--- src/rtl/csa_pkg.sv ---
// Shared types and helpers for the pipelined conditional-sum subtractor.
// LEVELS is always derived from the operand width through csa_levels().
package csa_pkg;

  localparam int CSA_W_DEFAULT = 8;

  // One resolved {sum, carry} variant at the default operand width.
  typedef struct packed {
    logic [CSA_W_DEFAULT-1:0] sum;
    logic                     carry;
  } csa_pair_t;

  function automatic int csa_levels(input int w);
    return $clog2(w);
  endfunction

endpackage

--- src/rtl/conditional_sum_subtractor_pipe_if.sv ---
// Handshaked operand/result bundle for conditional_sum_subtractor_pipe.
// Handshake: a beat transfers on a rising edge where valid & ready are both 1.
// A producer holds valid and its payload stable until that edge. Ready may depend
// combinationally on the consumer's own state, but never on the producer's valid.
interface conditional_sum_subtractor_pipe_if #(
  parameter int WIDTH = 8
);
  logic             in_valid;
  logic             in_ready;
  logic [WIDTH-1:0] x;
  logic [WIDTH-1:0] y;
  logic             bin;
  logic             out_valid;
  logic             out_ready;
  logic [WIDTH-1:0] diff;
  logic             bout;
  logic             ovf;

  modport master (
    output in_valid, x, y, bin, out_ready,
    input  in_ready, out_valid, diff, bout, ovf
  );

  modport slave (
    input  in_valid, x, y, bin, out_ready,
    output in_ready, out_valid, diff, bout, ovf
  );
endinterface

--- src/rtl/csa_group_mux.sv ---
// 2:1 select of a {group_sum, group_carry} variant, driven by the carry
// of the group immediately below it.
module csa_group_mux #(
  parameter int GW = 1
) (
  input  logic          sel_i,
  input  logic [GW-1:0] a_sum_i,
  input  logic          a_carry_i,
  input  logic [GW-1:0] b_sum_i,
  input  logic          b_carry_i,
  output logic [GW-1:0] y_sum_o,
  output logic          y_carry_o
);

  assign y_sum_o   = sel_i ? b_sum_i   : a_sum_i;
  assign y_carry_o = sel_i ? b_carry_i : a_carry_i;

endmodule

--- src/rtl/conditional_sum_subtractor_pipe.sv ---
// Pipelined conditional-sum subtractor: diff = x + ~y + ~bin, with one register
// bank after every merge level, so it produces a result LEVELS cycles after acceptance.
module conditional_sum_subtractor_pipe
  import csa_pkg::*;
#(
  parameter int WIDTH = CSA_W_DEFAULT
) (
  input logic                              clk,
  input logic                              rst,
  conditional_sum_subtractor_pipe_if.slave bus
);

  localparam int LEVELS = csa_levels(WIDTH);

  logic             adv;
  logic [WIDTH-1:0] y_n;
  logic [WIDTH-1:0] p;
  logic [WIDTH-1:0] g;
  logic             cin;

  assign y_n = ~bus.y;
  assign p   = bus.x ^ y_n;
  assign g   = bus.x & y_n;
  assign cin = ~bus.bin;

  // Level k splits the word into a resolved low group of 2^k bits (r_s/r_c)
  // and the remaining groups, each kept in both cin=0 (vs0/vc0) and cin=1
  // (vs1/vc1) variants. Level 0 is combinational; levels 1..LEVELS are registered.
  for (genvar k = 0; k <= LEVELS; k++) begin : g_lvl
    localparam int G = 1 << k;

    logic [G-1:0] r_s;
    logic         r_c;
    logic         v;

    if (k == 0) begin : g_res
      assign v   = bus.in_valid;
      assign r_s = p[0] ^ cin;
      assign r_c = g[0] | (p[0] & cin);
    end else begin : g_res
      localparam int H = G >> 1;

      logic [G-1:0] r_s_d;
      logic         r_c_d;
      logic [H-1:0] hi_s;

      // The bit-0 group is already resolved, so it selects once on its true carry.
      csa_group_mux #(.GW(H)) u_mux (
        .sel_i    (g_lvl[k-1].r_c),
        .a_sum_i  (g_lvl[k-1].g_var.vs0[H-1:0]),
        .a_carry_i(g_lvl[k-1].g_var.vc0[0]),
        .b_sum_i  (g_lvl[k-1].g_var.vs1[H-1:0]),
        .b_carry_i(g_lvl[k-1].g_var.vc1[0]),
        .y_sum_o  (hi_s),
        .y_carry_o(r_c_d)
      );

      assign r_s_d = {hi_s, g_lvl[k-1].r_s};

      always_ff @(posedge clk or posedge rst) begin
        if (rst) begin
          v   <= 1'b0;
          r_s <= '0;
          r_c <= 1'b0;
        end else if (adv) begin
          v   <= g_lvl[k-1].v;
          r_s <= r_s_d;
          r_c <= r_c_d;
        end
      end

      if (k == LEVELS) begin : g_last
        logic cmsb;

        // Carry into the MSB recovered from its resolved sum bit and its propagate.
        always_ff @(posedge clk or posedge rst) begin
          if (rst) begin
            cmsb <= 1'b0;
          end else if (adv) begin
            cmsb <= r_s_d[WIDTH-1] ^ g_lvl[k-1].g_var.p_m;
          end
        end
      end
    end

    if (k < LEVELS) begin : g_var
      localparam int NG = WIDTH >> k;

      logic [WIDTH-G-1:0] vs0;
      logic [WIDTH-G-1:0] vs1;
      logic [NG-2:0]      vc0;
      logic [NG-2:0]      vc1;
      logic               p_m;

      if (k == 0) begin : g_gen
        assign vs0 = p[WIDTH-1:1];
        assign vs1 = ~p[WIDTH-1:1];
        assign vc0 = g[WIDTH-1:1];
        assign vc1 = g[WIDTH-1:1] | p[WIDTH-1:1];
        assign p_m = p[WIDTH-1];
      end else begin : g_gen
        localparam int H = G >> 1;

        logic [WIDTH-G-1:0] vs0_d;
        logic [WIDTH-G-1:0] vs1_d;
        logic [NG-2:0]      vc0_d;
        logic [NG-2:0]      vc1_d;

        // New group j merges old lower group 2j and old upper group 2j+1;
        // old group i sits at local offset (i-1)*H after the resolved group.
        for (genvar j = 1; j < NG; j++) begin : g_grp
          logic [H-1:0] hi0;
          logic [H-1:0] hi1;
          logic         c0;
          logic         c1;

          csa_group_mux #(.GW(H)) u_m0 (
            .sel_i    (g_lvl[k-1].g_var.vc0[2*j-1]),
            .a_sum_i  (g_lvl[k-1].g_var.vs0[2*j*H +: H]),
            .a_carry_i(g_lvl[k-1].g_var.vc0[2*j]),
            .b_sum_i  (g_lvl[k-1].g_var.vs1[2*j*H +: H]),
            .b_carry_i(g_lvl[k-1].g_var.vc1[2*j]),
            .y_sum_o  (hi0),
            .y_carry_o(c0)
          );

          csa_group_mux #(.GW(H)) u_m1 (
            .sel_i    (g_lvl[k-1].g_var.vc1[2*j-1]),
            .a_sum_i  (g_lvl[k-1].g_var.vs0[2*j*H +: H]),
            .a_carry_i(g_lvl[k-1].g_var.vc0[2*j]),
            .b_sum_i  (g_lvl[k-1].g_var.vs1[2*j*H +: H]),
            .b_carry_i(g_lvl[k-1].g_var.vc1[2*j]),
            .y_sum_o  (hi1),
            .y_carry_o(c1)
          );

          assign vs0_d[(j-1)*G +: G] = {hi0, g_lvl[k-1].g_var.vs0[(2*j-1)*H +: H]};
          assign vs1_d[(j-1)*G +: G] = {hi1, g_lvl[k-1].g_var.vs1[(2*j-1)*H +: H]};
          assign vc0_d[j-1]          = c0;
          assign vc1_d[j-1]          = c1;
        end

        always_ff @(posedge clk or posedge rst) begin
          if (rst) begin
            vs0 <= '0;
            vs1 <= '0;
            vc0 <= '0;
            vc1 <= '0;
            p_m <= 1'b0;
          end else if (adv) begin
            vs0 <= vs0_d;
            vs1 <= vs1_d;
            vc0 <= vc0_d;
            vc1 <= vc1_d;
            p_m <= g_lvl[k-1].g_var.p_m;
          end
        end
      end
    end
  end

  assign adv          = ~bus.out_valid | bus.out_ready;
  assign bus.in_ready = adv;

  assign bus.out_valid = g_lvl[LEVELS].v;
  assign bus.diff      = g_lvl[LEVELS].r_s;
  // Borrow is qualified by valid so an empty output stage reads as zero.
  assign bus.bout      = g_lvl[LEVELS].v & ~g_lvl[LEVELS].r_c;
  assign bus.ovf       = g_lvl[LEVELS].g_res.g_last.cmsb ^ g_lvl[LEVELS].r_c;

endmodule

--- src/flat_wrapper.sv ---
// flat-port wrapper written by rule: the top's interface ports become plain ports
module conditional_sum_subtractor_pipe_flat import csa_pkg::*;
#(
  parameter int WIDTH = CSA_W_DEFAULT
)
  (clk, rst, bus_in_valid, bus_x, bus_y, bus_bin, bus_out_ready, bus_in_ready, bus_out_valid, bus_diff, bus_bout, bus_ovf);
  conditional_sum_subtractor_pipe_if #(.WIDTH(WIDTH)) bus_i ();
  input logic clk;
  input logic rst;
  input wire logic [$bits(bus_i.in_valid)-1:0] bus_in_valid;
  input wire logic [$bits(bus_i.x)-1:0] bus_x;
  input wire logic [$bits(bus_i.y)-1:0] bus_y;
  input wire logic [$bits(bus_i.bin)-1:0] bus_bin;
  input wire logic [$bits(bus_i.out_ready)-1:0] bus_out_ready;
  output wire logic [$bits(bus_i.in_ready)-1:0] bus_in_ready;
  output wire logic [$bits(bus_i.out_valid)-1:0] bus_out_valid;
  output wire logic [$bits(bus_i.diff)-1:0] bus_diff;
  output wire logic [$bits(bus_i.bout)-1:0] bus_bout;
  output wire logic [$bits(bus_i.ovf)-1:0] bus_ovf;
  assign bus_i.in_valid = bus_in_valid;
  assign bus_i.x = bus_x;
  assign bus_i.y = bus_y;
  assign bus_i.bin = bus_bin;
  assign bus_i.out_ready = bus_out_ready;
  assign bus_in_ready = bus_i.in_ready;
  assign bus_out_valid = bus_i.out_valid;
  assign bus_diff = bus_i.diff;
  assign bus_bout = bus_i.bout;
  assign bus_ovf = bus_i.ovf;
  conditional_sum_subtractor_pipe #(.WIDTH(WIDTH)) u_core (.clk(clk), .rst(rst), .bus(bus_i));
endmodule
--- config.mk ---
export PLATFORM = sky130hd
export DESIGN_NAME = conditional_sum_subtractor_pipe_flat
export DESIGN_NICKNAME = d
export VERILOG_FILES = /design/src/rtl/csa_pkg.sv /design/src/rtl/conditional_sum_subtractor_pipe_if.sv /design/src/rtl/csa_group_mux.sv /design/src/rtl/conditional_sum_subtractor_pipe.sv /design/src/flat_wrapper.sv
export SDC_FILE = /design/constraint.sdc
export NUM_CORES = 1
export LEC_CHECK = 0
export CORE_UTILIZATION = 49
export CTS_CLUSTER_DIAMETER = 60
export DETAILED_ROUTE_END_ITERATION = 12
export GPL_ROUTABILITY_DRIVEN = 0
export HOLD_SLACK_MARGIN = 0.08
export PLACE_DENSITY = 0.72
export SLEW_MARGIN = 40
export SYNTH_ARGS = -nofsm -noshare
export SYNTH_HDL_FRONTEND = slang
export SYNTH_SLANG_ARGS = --single-unit
--- constraint.sdc ---
create_clock -name clk -period 2.43 [get_ports clk]
set_input_delay 0.486 -clock clk [delete_from_list [all_inputs] [get_ports clk]]
set_output_delay 0.486 -clock clk [all_outputs]
set_load 0.005 [all_outputs]
# Word-level counts from Yosys, hierarchy flattened
# Index checks and enable logic that the tools add are counted.
dict set report word_totals {
  word_cells 57
  ff_bits 51
  in_bits 21
  out_inout_bits 12
}
dict set report op_classes {
  n_mux 22
  n_bitwise 15
}
# cell n
set ops {}
lappend ops {{$mux 1} 18}
lappend ops {{$and 8x8->8} 1}
lappend ops {{$not 8->8} 1}
lappend ops {{$xor 8x8->8} 1}
lappend ops {{$not 7->7} 1}
lappend ops {{$or 7x7->7} 1}
lappend ops {{$mux 2} 3}
lappend ops {{$mux 4} 1}
lappend ops {{$not 1->1} 3}
lappend ops {{$xor 1x1->1} 3}
lappend ops {{$and 1x1->1} 2}
lappend ops {{$or 1x1->1} 2}

# Longest topological paths before layout
# Gate-level depths: netlist of run 1.
dict set report logic_depth {
  word_depth 5
  mapped_depth 7
  ltp_nobuf 5
}

# Hierarchy
# Synthesis of run 1 repeated with hierarchy kept, for this count alone.
dict set report hier_totals {
  hier_cells 186
  hier_area_um2 2766.4
}
# module seq_area_each_um2 instances area_each_um2 cells_each
set by_module_without_submodules {}
lappend by_module_without_submodules {conditional_sum_subtractor_pipe 1276.2 1 2451.1 158}
lappend by_module_without_submodules {{csa_group_mux (u_core.g_lvl[1].g_res.u_mux ...)} 0.0 7 22.5 2}
lappend by_module_without_submodules {{csa_group_mux (u_core.g_lvl[2].g_res.u_mux ...)} 0.0 3 33.8 3}
lappend by_module_without_submodules {{csa_group_mux (u_core.g_lvl[3].g_res.u_mux)} 0.0 1 56.3 5}

# Worst setup path before layout of run 1
# Ideal clock, no wire load.
dict set report synth_path {
  path_kind {input-to-output}
  from {in bus_out_ready}
  to {out bus_in_ready}
  arrival_time_ns 1.010
  path_buffers 3
  stages 5
  path_slack_ns 0.934
  path_cell_list {nor2b_2 > buf_6 > inv_2 > buf_6 > buf_6}
}
dict set report synth_via {
  elab_chain_len 1
}
# element line
set synth_rtl {}
lappend synth_rtl {{start: declaration} flat_wrapper.sv:14} ;# input wire logic [$bits(bus_i.out_ready)-1:0] bus_out_ready;
lappend synth_rtl {{$or 1x1->1} conditional_sum_subtractor_pipe.sv:162} ;# assign adv = ~bus.out_valid | bus.out_ready;
lappend synth_rtl {{end: declaration} flat_wrapper.sv:15} ;# output wire logic [$bits(bus_i.in_ready)-1:0] bus_in_ready;
# No other way between the ends.

# Worst setup path in the final report of run 1
# Ends and elaborated chain as after synthesis.

==> results.txt, run 1 <==
vias post-DR -> 1639
Yosys cell types -> 20
worst r2r src -> u_core.bus.out_valid$_DFFE_PP0P_
reg2reg setup slack -> 1.09 ns
DRT Wirelength -> 3760 um
first-pass GRT wire length -> 6660 um
Post-synth EDFFs -> 0
Synth Instances -> 252
Data arrival, critical path -> 1.58 ns
fin cells -> 350
Synth Cell Area -> 2440 sq um
H-Tree Depth -> 2
Slew Viols, Final -> 0
post-route setup TNS -> 0 ns
layout cell share with drive strength beyond 1 -> 0.0671
initial DRC count -> 94
switching pwr -> 877 uW
largest net degree at the start of global routing -> 56
top-count cell post-synth -> nand2_1
FF-to-FF path depth -> 5
Area Growth Syn to Fin -> 20.3%
#FFs+latches synth -> 51
largest area contributor in the netlist -> dfrtp_1
clock share of power -> 0.234
Worst-path clk slew -> 0.09 ns
area of the multi-input gates -> 1010 sq um
Hold WC Path Type -> reg2reg
worst setup margin -> 0.366 ns
sequential power share -> 0.472
Die Wd -> 72.6 um
drc violations -> 0
min-delay src -> u_core.g_lvl[2].v$_DFFE_PP0P_
Die Y-Extent -> 72.6 um
hold path cells -> 1
Fill cells -> 426
maximum fanout along the worst path -> 2
ys flop type -> dfrtp_1
Fin Hold WS -> 0.465 ns
Seq/Total Area, Yosys -> 0.523
Slew Limit Headroom -> 0.678
Lkg Pwr -> 1.42 nW
fmax -> 485 MHz
initial core utilization -> 0.513
post-synth top area share -> 0.523
critical path class -> in2out
TritonCTS clock tree -> done
total power -> 2.92 mW
clock root buffer -> clkbuf_8
status -> finished clean
Post-Place Setup Slack -> 0.363 ns
Reg area -> 1280 sq um
initial antenna violation count -> 0
PwrDens -> 996 nW/um^2
die area -> 5270 sq um
n_diodes -> 0
Clk Latency, worst-skew pair -> 0.30 ns
grt total ovfl -> 0
RSZ-0062 raised after global routing -> no
asr flop ratio synth -> 1.00
Rows -> 25
ANT nets after route -> 0
Syn Nets -> 288
CP endpoint kind -> primary output
Max Cap Viol -> 0
core area -> 4750 sq um
Combinational Power Share -> 0.294
Vias/cell -> 4.68
Placed Cells -> 342
drt pass-1 iters -> 4
Commonest cells post-synth -> nand2_1, dfrtp_1, inv_1, o21ai_0, mux2i_1
Reg2Reg Capture Point -> u_core.g_lvl[1].g_var.vs1[0]$_DFFE_PP0P_
Yosys warnings -> 0
Least-Margin Pin Slew -> 0.483 ns
vias in the first global route -> 1541
routed length per instance -> 10.8 um
post-CTS resize count -> 0
Critical Path RT -> 1.94 ns
Sw Share -> 0.300
Num CTS Buffers -> 5
Final Skew -> 0.00769 ns
gr usage total -> 0.164
Port Buffers -> 32
Setup crit start kind -> input pin
VDD IR-drop max -> 0.418 mV
worst min-delay path endpoint -> u_core.bus.out_valid$_DFFE_PP0P_
post-layout minimum cycle time -> 2.06 ns
Hold-fix buffers, CTS -> 0
clock buffer depth -> 2
Layout Nets -> 318
Post-CTS Setup Repair Bufs -> 0
clk sink count -> 51
Avg Synthesized Cell Area -> 9.69 sq um
Fin. Hold Viols -> 0
I/O Pins -> 33
Setup Viol. Count Final -> 0
DP HPWL -> 2560 um
Final Cycle Share -> 0.849
Area contributors post-synth -> dfrtp_1, nand2_1, mux2i_1
internal power -> 2.05 mW
cell families (layout without fill, tap and decap cells):
| family | count (synthesis) | after routing | synth area share |
|---|---|---|---|
| AOI/OAI and AO/OA | 36 | 36 | 0.0815 |
| xor gates and xnor gates | 9 | 9 | 0.0323 |
| adders and majority gates | 15 | 15 | 0.0800 |
| buffers and inverters | 33 | 64 | 0.0671 |
| DFF | 51 | 51 | 0.523 |
| muxes | 18 | 18 | 0.0738 |
| and+or+nand+nor | 90 | 90 | 0.142 |
stage by stage:
step	area [sq um]	util
after floorplan	2440	-
after global placement	2800	0.589
after detailed placement	2800	0.589
after CTS	2940	0.618
final	2940	0.618
after global routing	2940	0.618
layout by cell type, fill, tap and decap left out:
| master | synthesis | routed |
|---|---|---|
| xor2_1 | 6 | 6 |
| xnor2_1 | 3 | 3 |
| nor2_1 | 16 | 16 |
| clkinvlp_4 | 0 | 1 |
| o21ai_0 | 20 | 20 |
| nor2b_1 | 1 | 1 |
| nor2b_4 | 0 | 1 |
| inv_1 | 20 | 19 |
| nand2_1 | 71 | 71 |
| ha_1 | 14 | 14 |
| a21oi_1 | 11 | 11 |
| buf_12 | 0 | 1 |
| inv_2 | 1 | 2 |
| bufinv_16 | 0 | 2 |
| clkdlybuf4s50_1 | 0 | 32 |
| fa_1 | 1 | 1 |
| mux2i_1 | 18 | 18 |
| a21oi_2 | 5 | 5 |
| dfrtp_1 | 51 | 51 |
| clkbuf_8 | 0 | 5 |
| buf_4 | 1 | 2 |
| nand2b_1 | 1 | 1 |
area by class of cell:
type,count,area share
Clock buffer,5,0.0234
Sequential cell,51,0.435
Tap cell,67,0.0285
Timing Repair Buffer,35,0.121
Inverter,21,0.0268
Clock inverter,3,0.0230
Multi-Input combinational cell,168,0.343
worst max path at each step:
stage,from,to,depth (start not counted)
after floorplan,rst,u_core.bus.diff[0]$_DFFE_PP0P_,1
after global placement,bus_out_ready,bus_in_ready,4
after detailed placement,bus_out_ready,bus_in_ready,4
after CTS,bus_out_ready,bus_in_ready,4
after global routing,bus_out_ready,bus_in_ready,4
final,bus_out_ready,bus_in_ready,4
worst max-delay path, stage by stage:
cell	delay, ns
clkdlybuf4s50_1	0.51
nor2b_4	0.06
inv_2	0.05
clkdlybuf4s50_1	0.48
routing by layer:
metal  share of wire  vias to the layer above  wire length, um  track usage
met5               0                        -                0            0
met4           0.021                        0               78       0.0697
met3           0.031                        8              116       0.0387
met2            0.47                       26             1770        0.278
met1            0.48                      757             1800        0.202
li1                -                      848                -            -
state kept, by name, summed over array words and instances (netlist names):
register / cells
u_core.g_lvl.g_res.g_last.cmsb: 1
u_core.g_lvl.r_s: 6
u_core.g_lvl.g_var.vs0: 10
u_core.g_lvl.v: 2
u_core.bus.out_valid: 1
u_core.g_lvl.g_var.vs1: 10
u_core.g_lvl.g_var.vc1: 4
u_core.g_lvl.g_var.vc0: 4
u_core.bus.diff: 8
u_core.g_lvl.r_c: 3
u_core.g_lvl.g_var.p_m: 2
power by group through the flow:
stage	Combinational, mW	Clock (mW)	Sequential, mW
final	0.860	0.686	1.38
after global routing	0.979	0.741	1.43
after CTS	0.876	0.714	1.39
after detailed placement	0.873	0	1.40
after global placement	0.848	0	1.39
after floorplan	0.590	0	1.34
(Power assumes the default switching activity.)
==> run 2, diff against run 1 <==
==> constraint.sdc (replaced) <==
create_clock -name clk -period 2.15 [get_ports clk]
set_input_delay 0.43 -clock clk [delete_from_list [all_inputs] [get_ports clk]]
set_output_delay 0.43 -clock clk [all_outputs]
set_load 0.005 [all_outputs]
==> run 2 against run 1 <==
Net effect: largest power group unchanged; sequential share of layout area up 0.54 points; clock skew down 0.0061 ns; largest cell class unchanged; highest routed layer unchanged; via count up 1.2%.
==> results.txt, run 2 (synthesis gave the netlist of run 1 again) <==
DP HPWL -> 2590 um
FF-to-FF path depth -> 5
Least-Margin Pin Slew -> 0.488 ns
fmax -> 511 MHz
CP endpoint kind -> primary output
post-route setup TNS -> 0 ns
initial core utilization -> 0.513
leading cell type in the layout, fill and taps excluded -> nand2_1
core area -> 4750 sq um
first-pass GRT wire length -> 6880 um
Critical Path RT -> 1.72 ns
min-delay src -> u_core.g_lvl[2].v$_DFFE_PP0P_
clock root buffer -> clkbuf_8
clock buffer depth -> 2
Reg2Reg Capture Point -> u_core.g_lvl[1].r_c$_DFFE_PP0P_
Die Wd -> 72.6 um
initial antenna violation count -> 0
fin cells -> 350
Final Cycle Share -> 0.910
largest net degree at the start of global routing -> 56
Fin. Hold Viols -> 0
Vias/cell -> 4.74
TritonCTS clock tree -> done
drc violations -> 0
clk sink count -> 51
Max Cap Viol -> 0
gr usage total -> 0.170
routed length per instance -> 11.0 um
Area Growth Syn to Fin -> 18.8%
drt pass-1 iters -> 4
Slew Viols, Final -> 0
Critical Path, Cell by Cell -> clkdlybuf4s50_1 > nor2b_4 > inv_2 > clkdlybuf4s50_1
Rows -> 25
Clk Latency, worst-skew pair -> 0.30 ns
post-layout minimum cycle time -> 1.96 ns
layout cell share with drive strength beyond 1 -> 0.0636
Setup Viol. Count Final -> 0
grt total ovfl -> 0
worst min-delay path endpoint -> u_core.bus.out_valid$_DFFE_PP0P_
Hold WC Path Type -> reg2reg
vias post-DR -> 1659
crit-path leading delay family -> buffers and inverters
Slew Limit Headroom -> 0.674
critical path class -> in2out
vias in the first global route -> 1620
Slowest-stage cell, CP -> clkdlybuf4s50_1
Fill cells -> 443
Hold-fix buffers, CTS -> 0
Port Buffers -> 32
RSZ-0062 raised after global routing -> no
Num CTS Buffers -> 5
VDD IR-drop max -> 0.514 mV
status -> finished clean
Placed Cells -> 342
Lkg Pwr -> 1.41 nW
maximum fanout along the worst path -> 2
Setup crit start kind -> input pin
Final Skew -> 0.00157 ns
Worst path max stage delay -> 0.51 ns
Post-CTS Setup Repair Bufs -> 0
initial DRC count -> 95
hold path cells -> 1
I/O Pins -> 33
H-Tree Depth -> 2
worst r2r src -> u_core.bus.out_valid$_DFFE_PP0P_
most frequent cells in the layout -> nand2_1, dfrtp_1, clkdlybuf4s50_1
die area -> 5270 sq um
n_diodes -> 0
PwrDens -> 1080 nW/um^2
DRT Wirelength -> 3860 um
Die Y-Extent -> 72.6 um
Layout Nets -> 318
crit-path most repeated cell -> clkdlybuf4s50_1
post-CTS resize count -> 0
Post-Route Utilization -> 0.610
reg2reg setup slack -> 0.85 ns
Data arrival, critical path -> 1.53 ns
Worst-path clk slew -> 0.09 ns
worst path buffer plus inverter count -> 3
ANT nets after route -> 0
-- run 2: cell types whose count changed in the layout (fill, tap and decap cells not counted), sizes merged --
| cell | change |
|---|---|
| clkbuf | +3 |
| clkinvlp | -1 |
| bufinv | -2 |
-- run 2: where the power goes --
part / total (mW) / internal (mW) / switching, mW
sequential: 1.56 / 1.32 / 0.241
combinational: 0.969 / 0.527 / 0.442
clock: 0.594 / 0.294 / 0.300
-- run 2: per-layer routing --
metal,part of all wire,routed length (um),global-route usage
met3,0.029,113,0.0359
met5,0,0,0
met4,0.018,68,0.0784
met2,0.49,1890,0.287
met1,0.46,1790,0.211
-- run 2: area by class of cell --
type | count | area, sq um | share of cell area
clock buffers | 8 | 100 | 0.0345
inverters | 21 | 78.8 | 0.0272
multi-input cells | 168 | 1010 | 0.347
flip-flops and latches | 51 | 1280 | 0.440
well taps | 67 | 83.8 | 0.0289
repair buffers | 35 | 355 | 0.123
-- run 2: worst max-delay path by stage --
stage	cells past startpoint	endpoint	slack, ns	from
after floorplan	1	u_core.bus.diff[0]$_DFFE_PP0P_	0.49	rst
after global placement	4	bus_in_ready	0.20	bus_out_ready
after detailed placement	4	bus_in_ready	0.19	bus_out_ready
after CTS	4	bus_in_ready	0.19	bus_out_ready
after global routing	4	bus_in_ready	0.16	bus_out_ready
final	4	bus_in_ready	0.19	bus_out_ready
-- run 2: through the flow --
stage               power (mW)  setup WS (ns)  instance area, sq um  hold slack [ns]
detailed placement        2.57          0.192                  2800            0.450
floorplan                 2.19          0.490                  2440            0.430
global placement          2.53          0.201                  2800            0.437
CTS                       3.16          0.186                  2900            0.469
global route              3.37          0.161                  2900            0.490
finish                    3.13          0.193                  2900            0.467
==> run 3, diff against run 2 <==
--- a/config.mk
+++ b/config.mk
@@ -5,6 +5,8 @@
 export SDC_FILE = /design/constraint.sdc
 export NUM_CORES = 1
 export LEC_CHECK = 0
+export CAP_MARGIN = 10
+export CORE_MARGIN = 3
 export CORE_UTILIZATION = 49
 export CTS_CLUSTER_DIAMETER = 60
 export DETAILED_ROUTE_END_ITERATION = 12
==> run 3 against run 2 <==
Net effect: sequential power hardly changed; sequential share of layout area is 0.49 points lower; worst setup slack better by 0.0013 ns; non-clock buffer count stayed put; total power is 5.5% higher; global-route usage is 2.0 points lower; design area is 1.1% higher; utilization is 0.68 points higher; maximum frequency hardly changed; critical endpoint unchanged.
==> results.txt, run 3 (synthesis gave the netlist of run 1 again) <==
Hold WC Path Type -> in2async
Placed Cells -> 342
post-layout minimum cycle time -> 1.96 ns
Rows -> 25
Layout Nets -> 318
Slew Viols, Final -> 0
largest net degree at the start of global routing -> 56
Worst-path clk slew -> 0.09 ns
worst setup margin -> 0.194 ns
clock root buffer -> clkbuf_8
n_diodes -> 0
post-CTS resize count -> 0
Port Buffers -> 32
Die Wd -> 76.6 um
die area -> 5860 sq um
CP endpoint kind -> primary output
Num CTS Buffers -> 5
Lkg Pwr -> 1.43 nW
Design Area, Final -> 2930 sq um
TritonCTS clock tree -> done
Die Y-Extent -> 76.6 um
clock buffer depth -> 2
total power -> 3.30 mW
DRT Wirelength -> 3910 um
clk sink count -> 51
routed length per instance -> 11.2 um
H-Tree Depth -> 2
maximum fanout along the worst path -> 2
RSZ-0062 raised after global routing -> no
Worst path max stage delay -> 0.51 ns
Final Skew -> 0.00510 ns
Critical Path RT -> 1.72 ns
Hold-fix buffers, CTS -> 0
vias post-DR -> 1649
status -> finished clean
Area after DPL -> 2800 sq um
Least-Margin Pin Slew -> 0.481 ns
critical path class -> in2out
Area Growth Syn to Fin -> 20.1%
vias in the first global route -> 1648
Clk Latency, worst-skew pair -> 0.30 ns
DP HPWL -> 2740 um
most frequent cells in the layout -> nand2_1, dfrtp_1, clkdlybuf4s50_1
FF-to-FF path depth -> 3
first-pass GRT wire length -> 7080 um
Critical Path, Cell by Cell -> clkdlybuf4s50_1 > nor2b_4 > inv_2 > clkdlybuf4s50_1
Vias/cell -> 4.71
layout cell share with drive strength beyond 1 -> 0.0636
core area -> 4750 sq um
leading cell type in the layout, fill and taps excluded -> nand2_1
gr usage total -> 0.151
Fin. Hold Viols -> 0
post-route setup TNS -> 0 ns
grt total ovfl -> 0
VDD IR-drop max -> 0.474 mV
initial core utilization -> 0.513
Post-CTS Setup Repair Bufs -> 0
Slowest-stage cell, CP -> clkdlybuf4s50_1
PwrDens -> 1130 nW/um^2
Post-Place Setup Slack -> 0.193 ns
initial DRC count -> 89
fmax -> 511 MHz
drc violations -> 0
ANT nets after route -> 0
crit-path most repeated cell -> clkdlybuf4s50_1
drt pass-1 iters -> 4
Max Cap Viol -> 0
fin cells -> 350
initial antenna violation count -> 0
Setup crit start kind -> input pin
Setup Viol. Count Final -> 0
Final Cycle Share -> 0.910
Data arrival, critical path -> 1.53 ns
I/O Pins -> 33
Slew Limit Headroom -> 0.679
[run 3: cell count changes in the layout (fill, tap and decap cells not counted)]
cell	previous run	this run
bufinv_16	0	2
clkbuf_8	7	5
[run 3: layout make-up]
cell class                      instances  area (sq um)
Inverter                               21          78.8
Clock inverter                          2          60.1
Sequential cell                        51          1280
Fill cell                             410          1820
Timing Repair Buffer                   35           355
Tap cell                               67          83.8
Multi-Input combinational cell        168          1010
Clock buffer                            6          72.6
[run 3: routing by layer]
metal,vias to the layer above,track usage,wire length [um]
li1,857,-,-
met1,763,0.174,1730
met5,-,0,0
met2,23,0.261,1970
met3,6,0.0378,134
met4,0,0.0707,74
[run 3: path summary, 6_finish.rpt]
kind / startpoint / to / slack (ns)
max reg2reg: u_core.bus.out_valid$_DFFE_PP0P_ / u_core.bus.diff[6]$_DFFE_PP0P_ / 0.85
min reg2reg: u_core.bus.diff[0]$_DFFE_PP0P_ / u_core.bus.diff[0]$_DFFE_PP0P_ / 0.47
min: rst / u_core.bus.diff[1]$_DFFE_PP0P_ / 0.45
max: bus_out_ready / bus_in_ready / 0.19
max in group asynchronous: rst / u_core.g_lvl[2].g_var.vs1[2]$_DFFE_PP0P_ / 1.19
min in group clk: u_core.bus.diff[0]$_DFFE_PP0P_ / u_core.bus.diff[0]$_DFFE_PP0P_ / 0.47
[run 3: metrics by stage]
step,utilization,hold WS [ns]
floorplan,-,0.430
global placement,0.589,0.442
detailed placement,0.589,0.453
CTS,0.617,0.459
global route,0.617,0.475
finish,0.617,0.449
[run 3: worst max-delay path, delay by kind of cell]
kind          cells  cell delay [ns]
buf+inv           3             1.04
simple gates      1             0.05
[run 3: power breakdown]
group	total (mW)	switching (mW)	internal (mW)
clock	0.762	0.298	0.465
sequential	1.56	0.241	1.32
combinational	0.972	0.445	0.527
total	3.30	0.984	2.32
